## src/rtl/fifo_reader_pkg.sv

```systemverilog
// Shared types and default sizes for the FIFO burst reader.
package fifo_reader_pkg;

  typedef enum logic [1:0] {
    IDLE = 2'd0,
    RUN  = 2'd1,
    DONE = 2'd2
  } state_t;

  localparam int DATA_SIZE_DEF = 16;
  localparam int LOG_DEPTH_DEF = 12;

endpackage

```

## src/rtl/fifo_reader_skid_buf2.sv

```systemverilog
// Two-entry in-order output buffer; slot0 is always the head word.
module skid_buf2
  import fifo_reader_pkg::*;
#(
  parameter int data_size = DATA_SIZE_DEF
) (
  input  logic                 clk,
  input  logic                 reset,
  input  logic                 flush,
  input  logic                 push,
  input  logic [data_size-1:0] push_data,
  input  logic                 pop,
  output logic [1:0]           occ,
  output logic [data_size-1:0] head_data
);

  logic [data_size-1:0] slot0;
  logic [data_size-1:0] slot1;
  logic [1:0]           occ_q;
  logic                 pop_ok;

  assign pop_ok    = pop & (occ_q != 2'd0);
  assign occ       = occ_q;
  assign head_data = slot0;

  always_ff @(posedge clk or negedge reset) begin
    if (!reset) begin
      slot0 <= '0;
      slot1 <= '0;
      occ_q <= 2'd0;
    end else if (flush) begin
      occ_q <= 2'd0;
    end else begin
      case ({push, pop_ok})
        2'b10: begin
          if (occ_q == 2'd0) begin
            slot0 <= push_data;
            occ_q <= 2'd1;
          end else if (occ_q == 2'd1) begin
            slot1 <= push_data;
            occ_q <= 2'd2;
          end
        end
        2'b01: begin
          slot0 <= slot1;
          occ_q <= occ_q - 2'd1;
        end
        2'b11: begin
          // Occupancy is unchanged; the new word lands behind whatever remains.
          if (occ_q == 2'd1) begin
            slot0 <= push_data;
          end else begin
            slot0 <= slot1;
            slot1 <= push_data;
          end
        end
        default: ;
      endcase
    end
  end

endmodule

```

## src/rtl/fifo_reader.sv

```systemverilog
// Burst reader: pops a registered-read upstream FIFO and streams words downstream.
//   state | meaning
//   IDLE  | waiting for start
//   RUN   | issuing pops and delivering words
//   DONE  | one-cycle completion pulse
module fifo_reader
  import fifo_reader_pkg::*;
#(
  parameter int data_size = DATA_SIZE_DEF,
  parameter int log_depth = LOG_DEPTH_DEF
) (
  input  logic                 clk,
  input  logic                 reset,
  input  logic                 start,
  input  logic [log_depth:0]   burst_len,
  input  logic                 abort,
  input  logic                 fifo_empty,
  input  logic [data_size-1:0] fifo_data,
  output logic                 fifo_r_en,
  output logic [data_size-1:0] m_data,
  output logic                 m_valid,
  input  logic                 m_ready,
  output logic                 busy,
  output logic                 done,
  output logic [log_depth:0]   words_out
);

  state_t             state;
  state_t             state_nxt;
  logic [log_depth:0] len_q;
  logic [log_depth:0] issued;
  logic [log_depth:0] words_q;
  logic               inflight;
  logic [1:0]         occ;
  logic [2:0]         pending;
  logic               hs;
  logic               start_ok;
  logic               run_abort;
  logic               buf_push;
  logic               buf_flush;

  assign hs        = m_valid & m_ready;
  assign start_ok  = (state == IDLE) & start;
  assign run_abort = (state == RUN) & abort;
  // Words already committed to the buffer after this cycle's handshake.
  assign pending   = {1'b0, occ} + {2'b00, inflight} - {2'b00, hs};
  assign buf_push  = inflight & (state == RUN) & ~abort;
  assign buf_flush = run_abort | start_ok;

  assign fifo_r_en = (state == RUN) && !abort && !fifo_empty &&
                     (issued < len_q) && (pending < 3'd2);

  assign m_valid   = (occ != 2'd0);
  assign busy      = (state == RUN);
  assign done      = (state == DONE);
  assign words_out = words_q;

  skid_buf2 #(.data_size(data_size)) u_buf (
    .clk       (clk),
    .reset     (reset),
    .flush     (buf_flush),
    .push      (buf_push),
    .push_data (fifo_data),
    .pop       (hs),
    .occ       (occ),
    .head_data (m_data)
  );

  always_comb begin
    state_nxt = state;
    case (state)
      IDLE: if (start) state_nxt = (burst_len == '0) ? DONE : RUN;
      RUN: begin
        if (abort)                 state_nxt = IDLE;
        else if (words_q == len_q) state_nxt = DONE;
      end
      DONE:    state_nxt = IDLE;
      default: state_nxt = IDLE;
    endcase
  end

  always_ff @(posedge clk or negedge reset) begin
    if (!reset) begin
      state    <= IDLE;
      len_q    <= '0;
      issued   <= '0;
      words_q  <= '0;
      inflight <= 1'b0;
    end else begin
      state <= state_nxt;
      if (start_ok) begin
        len_q    <= burst_len;
        issued   <= '0;
        words_q  <= '0;
        inflight <= 1'b0;
      end else begin
        inflight <= fifo_r_en;
        if (fifo_r_en) issued  <= issued + 1'b1;
        if (hs)        words_q <= words_q + 1'b1;
      end
    end
  end

endmodule

```

## config.mk

```make
export PLATFORM = sky130hd
export DESIGN_NAME = fifo_reader
export DESIGN_NICKNAME = d
export VERILOG_FILES = /design/src/rtl/fifo_reader_pkg.sv /design/src/rtl/fifo_reader_skid_buf2.sv /design/src/rtl/fifo_reader.sv
export SDC_FILE = /design/constraint.sdc
export NUM_CORES = 1
export LEC_CHECK = 0
export BUFFER_PORTS_ARGS = -buffer_cell sky130_fd_sc_hd__clkbuf_2
export CORE_ASPECT_RATIO = 0.75
export CORE_MARGIN = 10
export CORE_UTILIZATION = 39
export DETAILED_ROUTE_END_ITERATION = 10
export SYNTH_ARGS = -nofsm -noshare
export SYNTH_HDL_FRONTEND = slang
export SYNTH_SLANG_ARGS = --single-unit
```

## constraint.sdc

```tcl
create_clock -name clk -period 4.2 [get_ports clk]
set_input_delay 0.84 -clock clk [delete_from_list [all_inputs] [get_ports clk]]
set_output_delay 0.84 -clock clk [all_outputs]
set_load 0.01 [all_outputs]
```

Word-level counts from Yosys, hierarchy flattened
Index checks and enable logic that the tools add are counted.
{"block": "classes", "n_addsub": 5, "order_cmp": 2, "n_eq_ne": 13, "n_mux": 20, "bitwise_logic": 9, "reduce_logical": 19}
{"operator": "two-way mux 16 bit", "n": 4}
{"operator": "two-way mux 13 bit", "n": 4}
{"operator": "case mux 16 bit (3 select lines)", "n": 1}
{"operator": "case mux 16 bit (2 select lines)", "n": 1}
{"operator": "adder 13 x 1 -> 13 bit (second input constant)", "n": 2}
{"operator": "two-way mux 2 bit", "n": 7}
{"operator": "equality test 13 bit", "n": 1}
{"operator": "logical NOT 13 bit", "n": 1}
{"operator": "less-than comparator 13 bit", "n": 1}
{"operator": "case mux 2 bit (2 select lines)", "n": 2}
{"operator": "nonzero test 2 bit", "n": 4}
{"operator": "bitwise AND 1 bit", "n": 6}
{"operator": "equality test 2 x 1 -> 1 bit (second input constant)", "n": 3}
{"operator": "equality test 2 bit (second input constant)", "n": 3}
{"operator": "inequality test 2 bit (second input constant)", "n": 3}
{"operator": "nonzero test 3 bit", "n": 2}
{"operator": "logical AND 1 bit", "n": 4}
{"operator": "logical NOT 2 bit", "n": 2}
{"operator": "inequality test 4 x 2 -> 1 bit (second input constant)", "n": 1}
{"operator": "AND reduction 2 bit", "n": 2}
{"operator": "AND reduction 4 bit", "n": 1}
{"operator": "adder 2 x 1 -> 3 bit", "n": 1}
{"operator": "less-than comparator 3 x 2 -> 1 bit (second input constant)", "n": 1}
{"operator": "inequality test 3 x 2 -> 1 bit (second input constant)", "n": 1}
{"operator": "8 further kinds", "n": 10}
{"block": "totals", "regBits": 76, "in_bits": 35, "word_cells": 76}

Longest topological paths before layout
Gate-level depths: netlist (run 1).
{"block": "logic_depth", "word_depth": 7, "mapped_depth": 14}

By module
Synthesis (run 1) repeated with hierarchy kept, for this count alone.
{"block": "hier_totals", "cells_unflattened": 424, "hier_area_um2": 4199.0}
{"mod": "fifo_reader", "instances": 1, "cells_per_inst": 293, "area_each_um2": 2596.2, "seq_area_each_um2": 1051.0}
{"mod": "skid_buf2", "instances": 1, "cells_per_inst": 131, "area_each_um2": 1602.8, "seq_area_each_um2": 850.8}

Least setup slack after synthesis (run 1)
No wires, ideal clock.
{"block": "synth_path", "path_kind": "input-to-output", "startpoint": "input port m_ready", "endpoint": "output port fifo_r_en", "arrival_time_ps": 2731, "setup_slack_ps": 629, "stages": 10, "cell_sequence": "nor2b_1 buf_2 ha_1 nand2b_1 fa_1 xnor2_1 nand4_1 a211o_1 buf_2 nor2_2"}
{"block": "synth_between", "elab_chain_len": 4}
{"item": "start, declared", "line": "fifo_reader.sv:22", "rtl": "input logic m_ready,"}
{"item": "bitwise AND 1 bit", "line": "fifo_reader.sv:42", "rtl": "assign hs = m_valid & m_ready;"}
{"item": "subtractor 3 x 1 -> 3 bit", "line": "fifo_reader.sv:46", "rtl": "assign pending = {1'b0, occ} + {2'b00, inflight} - {2'b00, hs};"}
{"item": "less-than comparator 3 x 2 -> 1 bit", "line": "fifo_reader.sv:51", "rtl": "(issued < len_q) && (pending < 3'd2);"}
{"item": "logical AND 1 bit", "line": "fifo_reader.sv:51"}
{"item": "end, declared", "line": "fifo_reader.sv:19", "rtl": "output logic fifo_r_en,"}
Every way passes these cells.

Worst setup path after layout (run 1)
{"block": "layout_path", "startpoint": "register u_buf.occ_q[1], in the netlist u_buf.occ[1]", "endpoint": "output port fifo_r_en"}
{"block": "layout_between", "elab_chain_len": 5, "elab_cells_between_ends": 6}
{"item": "start, declared", "line": "fifo_reader_skid_buf2.sv:19", "rtl": "logic [1:0] occ_q;"}
{"item": "start signal, assigned", "line": "fifo_reader_skid_buf2.sv:46", "rtl": "occ_q <= occ_q - 2'd1;"}
{"item": "branches (longest 2 deep; another with adder 2 x 1 -> 3 bit)"}
{"item": "subtractor 3 x 1 -> 3 bit *", "line": "fifo_reader.sv:46"}
{"item": "less-than comparator 3 x 2 -> 1 bit *", "line": "fifo_reader.sv:51"}
{"item": "logical AND 1 bit *", "line": "fifo_reader.sv:51"}
Mark *: on every way between the ends.

==> results of run 1 <==
[critical path: stages, from the launching register on]
cell      delay (ns)
dfrtp_1         0.46
inv_1           0.10
ha_1            0.29
nor2b_1         0.19
ha_1            0.25
nand2b_1        0.15
fa_1            0.37
xnor2_1         0.16
nand4_1         0.18
a211o_1         0.29
nor2_2          0.16
clkbuf_2        0.17
[routing by layer]
metal / part of all wire (%) / GRT usage [%] / vias up / wire length [um]
met5: 0 / 0 / - / 0
met4: 1.8 / 5.11 / 0 / 168
met3: 3.7 / 3.81 / 14 / 338
met2: 46 / 19.6 / 41 / 4200
met1: 49 / 16.5 / 1461 / 4430
li1: - / - / 1568 / -
[worst min path at each step]
| stage | start | to | slack [ns] |
|---|---|---|---|
| floorplan | u_buf.slot1[0] | u_buf.slot1[0] | 0.46 |
| global placement | u_buf.slot1[13] | u_buf.slot1[13] | 0.47 |
| detailed placement | u_buf.head_data[4] | u_buf.head_data[4] | 0.48 |
| CTS | u_buf.head_data[4] | u_buf.head_data[4] | 0.49 |
| global route | u_buf.head_data[4] | u_buf.head_data[4] | 0.51 |
| finish | u_buf.head_data[4] | u_buf.head_data[4] | 0.48 |
[flip-flops by register name, summed over array words and instances (netlist names)]
register / cells
u_buf.slot1: 16
len_q: 13
state: 2
words_out: 13
inflight: 1
u_buf.occ: 2
issued: 13
u_buf.head_data: 16
[report_power, final]
group | switching (mW) | internal, mW | total, mW
Sequential | 0.121 | 0.905 | 1.03
Clock | 0.299 | 0.553 | 0.853
Combinational | 0.381 | 0.311 | 0.692
[synth_stat cells (all sizes together)]
| master | instances |
|---|---|
| nor2b | 5 |
| nand4 | 8 |
| a21boi | 2 |
| buf | 10 |
| nand3b | 1 |
| dfrtp | 76 |
| fa | 1 |
| o2111a | 1 |
| nor3b | 2 |
| o21ai | 37 |
| and3 | 3 |
| mux2 | 18 |
| nand3 | 11 |
| nor2 | 20 |
| xnor2 | 21 |
| or3 | 4 |
| and4bb | 1 |
| ha | 17 |
| a211oi | 5 |
| nand2 | 51 |
| xor2 | 6 |
| o311ai | 1 |
| a211o | 8 |
| and2 | 1 |
| a31oi | 1 |
| a221o | 1 |
| nor4 | 11 |
| nor4b | 1 |
| a21o | 5 |
| o311a | 1 |
| mux2i | 17 |
| nand2b | 5 |
| nor3 | 12 |
| inv | 19 |
| a21oi | 9 |
| and4 | 2 |
| clkbuf | 9 |
| a311oi | 1 |
| nand4bb | 1 |
| or2 | 1 |
[area by class of cell]
| type | count | area (um2) |
|---|---|---|
| clock inverter | 5 | 83.8 |
| tap | 136 | 170 |
| fill | 1005 | 5370 |
| multi-input combinational | 292 | 2020 |
| clock buffer | 11 | 253 |
| inverter | 19 | 71.3 |
| timing repair buffer | 73 | 383 |
| sequential | 76 | 1900 |
[cell families (layout without fill, tap and decap cells)]
kind of cell / Yosys count / in the layout / share of synthesized area (%)
AO/OA/AOI/OAI: 72 / 72 / 11.1
XOR/XNOR: 27 / 27 / 5.80
adder cells (fa/ha/maj): 18 / 18 / 5.71
buffers and inverters: 38 / 108 / 3.99
flip-flops: 76 / 76 / 46.7
multiplexers: 35 / 35 / 9.15
AND/OR/NAND/NOR: 140 / 140 / 17.6
[through the flow]
| stage | setup WS (ns) | total power [mW] | util [%] | hold WS (ns) |
|---|---|---|---|---|
| 6_report | 0.233 | 2.57 | 47.6 | 0.484 |
| 5_1_grt | 0.0291 | 2.75 | 47.6 | 0.508 |
| 3_5_place_dp | 0.468 | 1.74 | 44.3 | 0.475 |
| 4_1_cts | 0.215 | 2.61 | 47.6 | 0.488 |
| 3_3_place_gp | 0.474 | 1.72 | 44.3 | 0.466 |
| 2_1_floorplan | 0.629 | 1.49 | - | 0.458 |
==> results_dict.tcl, run 1 <==
set metrics [dict create \
    drt_iter0_drc 95 \
    holdBufCountCts 0 \
    nNetsFinal 524 \
    peakVddDrop_mv 0.199 \
    cts_buffer_depth 2 \
    dpl.hpwl_um 6860 \
    tns_ns 0 \
    drt_first_pass_iters 4 \
    die-area_mm2 0.0150 \
    setup.worst_path.class "reg -> out" \
    grt_pass1_vias 3027 \
    cts_setup_buffers 0 \
    grt_pass1_wl_um 15600 \
    netlist_area_mm2 0.00407 \
    fin_crit_sh_pct 94.4 \
    reg2reg_to "issued[2]" \
    drv_slew 0 \
    synth_top_area_share_pct 46.7 \
    design_area_mm2 0.00488 \
    crit_path_start "u_buf.occ[1]" \
    core-area_mm2 0.0102 \
    start_kind "register" \
    mostFrequentLayoutCells "dfrtp_1 (76), clkbuf_2 (66), nand2_1 (51)" \
    antenna_found_initial 0 \
    start_util_pct 39.7 \
    cts.repair.resized 0 \
    relSlewSlack_pct 32.2 \
    numClockSinks 76 \
    routed_via_density 5.04 \
    setup_violations 0 \
    drtAntennaViolNets 0 \
    hold_class "reg -> reg" \
    tritoncts.num_buffers 9 \
    io_pins 68 \
    yosys-top-cells-area "dfrtp_1 (47%), ha_1 (5.2%), nand2_1 (4.7%), xnor2_1 (4.5%), mux2i_1 (4.2%)" \
    overflow 0 \
    die_w_um 138 \
    r2r-start "u_buf.occ[1]" \
    final-hold-violation-count 0 \
    routedWlPerCell_um 14.9 \
    layout_commonest_cell "dfrtp_1" \
    drv_cap 0 \
    cp.required_ns 3.36 \
    dp.cells 596 \
    power_density_mw_per_mm2 527 \
    syn_inst 406 \
    crit_path_max_fanout 8 \
    grt_max_degree 77 \
    syn_nets 459 \
    seq_area_frac_synth_pct 46.7 \
    cp-endpoint "fifo_r_en" \
    cts-root-buf "clkbuf_16" \
    path_clk_slew_ns 0.06 \
    syn_area_per_cell_um2 10.0 \
    h-tree-depth 3 \
    remaining_drc_errors 0 \
    reg2reg_depth 12 \
    vias 3084 \
    arrival_ns 3.13 \
    placed_area_mm2 0.00454 \
    skew_ns 0.00473 \
    io_buffers 67 \
    yosys.area.top_type "dfrtp_1" \
    outcome "completed" \
    gp_congestion 0.795 \
    timing.fmax_mhz 252 \
    routed_wirelength_um 9140 \
    ys_types 47 \
    ys_ff_latch 76 \
    leakagePower_nw 2.36 \
    whs_path_depth 2 \
    worst_pin_slew_ns 1.02 \
    r2r_slack_ns 1.05 \
    area_growth_pct 19.7 \
    rsz0062_at_grt "no" \
    cts_tree "built" \
    layout-drive-gt1-share_pct 21.8 \
    endpoint_kind "output pin" \
    finalNonFillerCells 612 \
    period_minus_slack_ns 3.97 \
    die_height_um 109 \
    grtUsageTotal_pct 12.7 \
    yosys_warnings 0 \
    num_rows 32 \
    clock_latency_ns 0.33 \
    diodes 0 \
]
(Power assumes the default switching activity.)
==> run 2: changes to the inputs <==
--- a/config.mk
+++ b/config.mk
@@ -6,4 +6,5 @@
 export NUM_CORES = 1
 export LEC_CHECK = 0
+export ABC_AREA = 1
 export BUFFER_PORTS_ARGS = -buffer_cell sky130_fd_sc_hd__clkbuf_2
 export CORE_ASPECT_RATIO = 0.75
==> constraint.sdc (replaced) <==
create_clock -name clk -period 4.2 [get_ports clk]
set_input_delay 0.84 -clock clk [delete_from_list [all_inputs] [get_ports clk]]
set_output_delay 0.84 -clock clk [all_outputs]
set_load 0.02 [all_outputs]
==> run 2 against run 1 <==
Synthesized cell count up 64%. Clock-buffer cell count decreased by 1. Critical path type unchanged. Largest power group is now combinational logic. Via count increased by 48%.
==> results_dict.tcl, run 2 <==
set metrics [dict create \
    outcome "completed" \
    async_flop_share_pct 100 \
    p_sw_share_pct 42.7 \
    cts_setup_buffers 0 \
    p_comb_share_pct 40.5 \
    syn_nets 718 \
    design_area_mm2 0.00559 \
    hold_class "reg -> reg" \
    die_height_um 116 \
    diodes 0 \
    skew_ns 0.00684 \
    routedWlPerCell_um 15.0 \
    gp_congestion 0.810 \
    ys_top_cells_by_count "nand2_1 (177), inv_1 (95), dfrtp_1 (76)" \
    drt_iter0_drc 328 \
    leakagePower_nw 2.88 \
    relSlewSlack_pct 23.8 \
    p_int_mw 1.85 \
    ys_types 41 \
    num_rows 35 \
    yosysMostFrequentCell "nand2_1" \
    dpl.hpwl_um 9700 \
    nNetsFinal 774 \
    vias 4571 \
    io_buffers 67 \
    path_clk_slew_ns 0.06 \
    period_minus_slack_ns 3.86 \
    worst_pin_slew_ns 1.14 \
    dp_slack_ns 0.331 \
    grt_pass1_vias 4462 \
    setup_ws_ns 0.343 \
    setup.worst_path.class "reg -> out" \
    synth_top_area_share_pct 39.4 \
    overflow 0 \
    io_pins 68 \
    die_w_um 148 \
    final-hold-violation-count 0 \
    num-fill-cells 1253 \
    synth_fa_ha_area_share_pct 4.83 \
    seq_area_frac_synth_pct 39.4 \
    p_switching_mw 1.37 \
    synth_compound_area_share_pct 15.9 \
    muxShareOfSynthArea_pct 0 \
    crit_path_max_fanout 5 \
    clock_latency_ns 0.34 \
    yosys-top-cells-area "dfrtp_1 (39%), nand2_1 (14%), inv_1 (7.4%), o21ai_0 (5.5%), a21oi_1 (5.0%)" \
    hold_slack_ns 0.482 \
    placed_area_mm2 0.00526 \
    synth_edf_count 0 \
    drv_slew 0 \
    synth_xor_area_share_pct 2.36 \
    peakVddDrop_mv 0.225 \
    start_kind "register" \
    netlist_area_mm2 0.00482 \
    remaining_drc_errors 0 \
    cts_buffer_depth 2 \
    start_util_pct 39.6 \
    syn_inst 665 \
    routed_via_density 5.12 \
    grtUsageTotal_pct 16.0 \
    h-tree-depth 3 \
    setup_violations 0 \
    layout_commonest_cell "nand2_1" \
    timing.fmax_mhz 259 \
    tritoncts.num_buffers 9 \
    synth_top_family_by_area "simple AND/OR/NAND/NOR gates" \
    arrival_ns 3.02 \
    drv_cap 0 \
    yosys.area.top_type "dfrtp_1" \
    cp.required_ns 3.36 \
    tns_ns 0 \
    grt_max_degree 77 \
    die-area_mm2 0.0173 \
    ys_ff_latch 76 \
    area_growth_pct 15.8 \
    yosys_warnings 0 \
    layout-drive-gt1-share_pct 15.2 \
    rsz0062_at_grt "no" \
    antenna_found_initial 0 \
    numClockSinks 76 \
    power_density_mw_per_mm2 577 \
    syn_area_per_cell_um2 7.25 \
    ys.flop_type "dfrtp_1" \
    clockPowerShare_pct 24.6 \
    endpoint_kind "output pin" \
    cts_tree "built" \
    drt_first_pass_iters 5 \
    fin_crit_sh_pct 91.8 \
    cts-root-buf "clkbuf_16" \
    power_frac_seq_pct 34.8 \
    core-area_mm2 0.0122 \
    mostFrequentLayoutCells "nand2_1 (177), inv_1 (95), dfrtp_1 (76)" \
    routed_wirelength_um 13400 \
    grt_pass1_wl_um 22400 \
    yosys.area_share.simple_pct 27.2 \
    drtAntennaViolNets 0 \
]
## run 2: cell count changes after synthesis, sizes merged, moves of 14 or more
cell | before | now
nand3 | 11 | 38
inv | 19 | 96
nand2 | 51 | 182
nor2 | 20 | 43
mux2i | 17 | 0
xnor2 | 21 | 7
o21ai | 37 | 58
mux2 | 18 | 0
a21oi | 9 | 53
## run 2: timing repair
action	4_1_cts	5_1_grt
hold buffers	0	0
gates resized for setup	0	4
setup endpoints to repair	0	1
## run 2: final timing paths
| check | startpoint | to | slack [ns] | depth (start not counted) |
|---|---|---|---|---|
| max in group asynchronous | reset | issued[10] | 2.92 | 1 |
| hold reg to reg | u_buf.head_data[3] | u_buf.head_data[3] | 0.48 | 2 |
| min in group asynchronous | reset | u_buf.slot1[0] | 0.67 | 1 |
| hold / removal | u_buf.head_data[3] | u_buf.head_data[3] | 0.48 | 2 |
| setup / recovery | u_buf.occ[1] | fifo_r_en | 0.34 | 12 |
| setup reg to reg | u_buf.occ[1] | issued[10] | 1.14 | 11 |
## run 2: logic make-up (layout without fill, tap and decap cells)
family,count (synthesis),count (layout)
compound gates,135,135
fa+ha+maj,18,18
simple gates,301,301
flops,76,76
xor+xnor,13,13
buf+inv,122,183
## run 2: worst max-delay path, stage by stage (launching register included)
cell and delay (ns):
dfrtp_1 0.41, inv_1 0.17, ha_4 0.20, nor2_2 0.05, ha_1 0.25, or2_2 0.30, fa_1 0.48, inv_1 0.06
nor3_2 0.14, nand2_1 0.09, nor4_2 0.17, and3_1 0.19, clkbuf_2 0.17
## run 2: power groups by stage
stage / clock (mW) / combinational [mW] / sequential, mW
2_1_floorplan: 0 / 0.845 / 1.18
3_3_place_gp: 0 / 1.25 / 1.12
3_5_place_dp: 0 / 1.29 / 1.13
4_1_cts: 0.811 / 1.30 / 1.13
5_1_grt: 0.849 / 1.51 / 1.16
6_report: 0.794 / 1.31 / 1.12
## run 2: per-stage QoR
stage	total power [mW]	instances	util [%]
5_1_grt	3.52	892	45.9
2_1_floorplan	2.03	665	-
3_5_place_dp	2.43	876	43.2
6_report	3.22	892	45.9
3_3_place_gp	2.37	876	43.2
4_1_cts	3.24	892	45.7
## run 2: area by class of cell
type / count / area (um2) / share of cell area, %
Clock inverter: 6 / 72.6 / 1.30
Tap cell: 166 / 208 / 3.72
Inverter: 96 / 360 / 6.45
Timing Repair Buffer: 71 / 368 / 6.59
Clock buffer: 10 / 229 / 4.10
Sequential cell: 76 / 1900 / 34.1
Multi-Input combinational cell: 467 / 2450 / 43.8
## run 2: per-layer routing
layer | wire length (um) | vias to the layer above | global-route usage (%)
li1 | - | 2295 | -
met1 | 6580 | 2147 | 22.0
met2 | 5990 | 111 | 24.4
met3 | 587 | 18 | 3.48
met4 | 200 | 0 | 5.27
met5 | 0 | - | 0
==> run 3: changes to the inputs <==
Settings changed: CELL_PAD_IN_SITES_DETAIL_PLACEMENT set to 1, CELL_PAD_IN_SITES_GLOBAL_PLACEMENT set to 2, CORE_UTILIZATION 39 to 33, CTS_CLUSTER_SIZE set to 16, PLACE_DENSITY_LB_ADDON set to 0.1.
==> run 3 against run 2 <==
First-iteration DRC count down 45%. Core utilization decreased by 6.5 points. Fmax decreased by 3.1%. Sequential share of layout area down 0.49 points. Via count grew 1.8%. Hold slack worse by 0.0022 ns. Critical path depth did not move. Wire length up 18%. Sequential power barely moved. Sequential cell count unchanged. Critical endpoint unchanged.
==> results_dict.tcl, run 3 (synthesis results as in run 2) <==
set metrics [dict create \
    setup_violations 0 \
    io_pins 68 \
    die_w_um 160 \
    tns_ns 0 \
    dpl.hpwl_um 11700 \
    die_height_um 125 \
    layout_commonest_cell "nand2_1" \
    fin_crit_sh_pct 94.7 \
    worst_pin_slew_ns 1.16 \
    nNetsFinal 776 \
    h-tree-depth 3 \
    final-hold-violation-count 0 \
    routed_wirelength_um 15700 \
    grt_pass1_wl_um 26200 \
    antenna_found_initial 0 \
    hold_class "reg -> reg" \
    cts_tree "built" \
    design_area_mm2 0.00567 \
    crit_path_max_incr_delay_ns 0.48 \
    cts_buffer_depth 2 \
    grtUsageTotal_pct 16.1 \
    clock_latency_ns 0.35 \
    cp.required_ns 3.36 \
    area_growth_pct 17.5 \
    layout-drive-gt1-share_pct 15.3 \
    leakagePower_nw 2.90 \
    gp_congestion 0.791 \
    cpMostUsedCell "inv_1" \
    start_util_pct 33.5 \
    grt_pass1_vias 4997 \
    timing.fmax_mhz 251 \
    start_kind "register" \
    diodes 0 \
    cp_slowest_cell "fa_1" \
    crit_path_cell_trace "inv_1, ha_4, nor2_2, ha_1, or2_2, fa_1, inv_1, nor3_2, nand2_1, nor4_4, and3_1, clkbuf_2" \
    dp_slack_ns 0.147 \
    skew_ns 0.00703 \
    setup_ws_ns 0.221 \
    period_minus_slack_ns 3.98 \
    drtAntennaViolNets 0 \
    remaining_drc_errors 0 \
    setup.worst_path.class "reg -> out" \
    drt_iter0_drc 181 \
    core-area_mm2 0.0144 \
    overflow 0 \
    drv_cap 0 \
    cts-root-buf "clkbuf_16" \
    outcome "completed" \
    rsz0062_at_grt "no" \
    arrival_ns 3.14 \
    routedWlPerCell_um 17.0 \
    drv_slew 0 \
    crit_path_max_fanout 5 \
    power_density_mw_per_mm2 591 \
    num_rows 38 \
    io_buffers 67 \
    drt_first_pass_iters 4 \
    routed_via_density 5.02 \
    grt_max_degree 59 \
    relSlewSlack_pct 22.4 \
    peakVddDrop_mv 0.304 \
    path_clk_slew_ns 0.06 \
    vias 4653 \
    mostFrequentLayoutCells "nand2_1 (177), inv_1 (95), dfrtp_1 (76)" \
    placed_area_mm2 0.00532 \
    cts_setup_buffers 0 \
    tritoncts.num_buffers 9 \
    num-fill-cells 1789 \
    die-area_mm2 0.0199 \
    endpoint_kind "output pin" \
    numClockSinks 76 \
]
run 3: cell count changes in the layout (fill, tap and decap cells not counted):
cell / delta
clkinv_4: -2
bufinv_16: +1
nor4_2: -1
clkbuf_8: +1
inv_6: -1
clkinv_2: +1
nor4_4: +1
clkinvlp_4: -1
buf_4: +2
run 3: routing by layer:
layer / up-vias / GRT usage (%) / share of wire (%)
met4: 0 / 4.30 / 1.3
met2: 65 / 24.7 / 45
met5: - / 0 / 0
met1: 2285 / 22.2 / 50
met3: 14 / 3.47 / 4.3
li1: 2289 / - / -
run 3: layout make-up:
class | count | area [um2] | share of cell area [%]
clock inverter | 4 | 73.8 | 1.30
sequential | 76 | 1900 | 33.6
timing repair buffer | 73 | 383 | 6.76
inverter | 96 | 360 | 6.36
tap | 200 | 250 | 4.42
clock buffer | 11 | 243 | 4.28
multi-input combinational | 467 | 2450 | 43.3
run 3: worst paths after layout:
check	startpoint	cells after the start	slack, ns	to
worst max-delay path	u_buf.occ[1]	12	0.22	fifo_r_en
worst min-delay path	u_buf.head_data[1]	2	0.48	u_buf.head_data[1]
worst max register to register	u_buf.occ[1]	11	1.08	issued[5]
worst min register to register	u_buf.head_data[1]	2	0.48	u_buf.head_data[1]
max in group asynchronous	reset	2	2.81	len_q[11]
min in group asynchronous	reset	1	0.59	u_buf.head_data[0]
run 3: worst max-delay path, delay by kind of cell (launching register included):
family        cells  cell delay [ns]
fa+ha+maj         3             0.91
simple gates      6             1.12
buf+inv           3             0.36
flops             1             0.40
run 3: stage by stage:
step	power [mW]	instances	util, %	hold WS (ns)
detailed placement	2.50	912	36.9	0.471
global route	3.65	927	39.3	0.504
CTS	3.39	927	39.2	0.487
finish	3.35	927	39.3	0.480
global placement	2.43	912	36.9	0.463
floorplan	2.03	665	-	0.475
run 3: power by group:
part           internal, mW  total [mW]  switching, mW  leakage, nW
Sequential            0.944        1.12          0.171        0.965
Clock                 0.534       0.847          0.314        0.156
Combinational         0.447        1.39          0.940         1.78
Total                  1.92        3.35           1.42         2.90
run 3: repair_timing:
item / CTS / global route
hold buffers: 0 / 0
hold endpoints to repair: 0 / 0
resized for setup: 2 / 3
endpoints found under the setup margin: 1 / 1
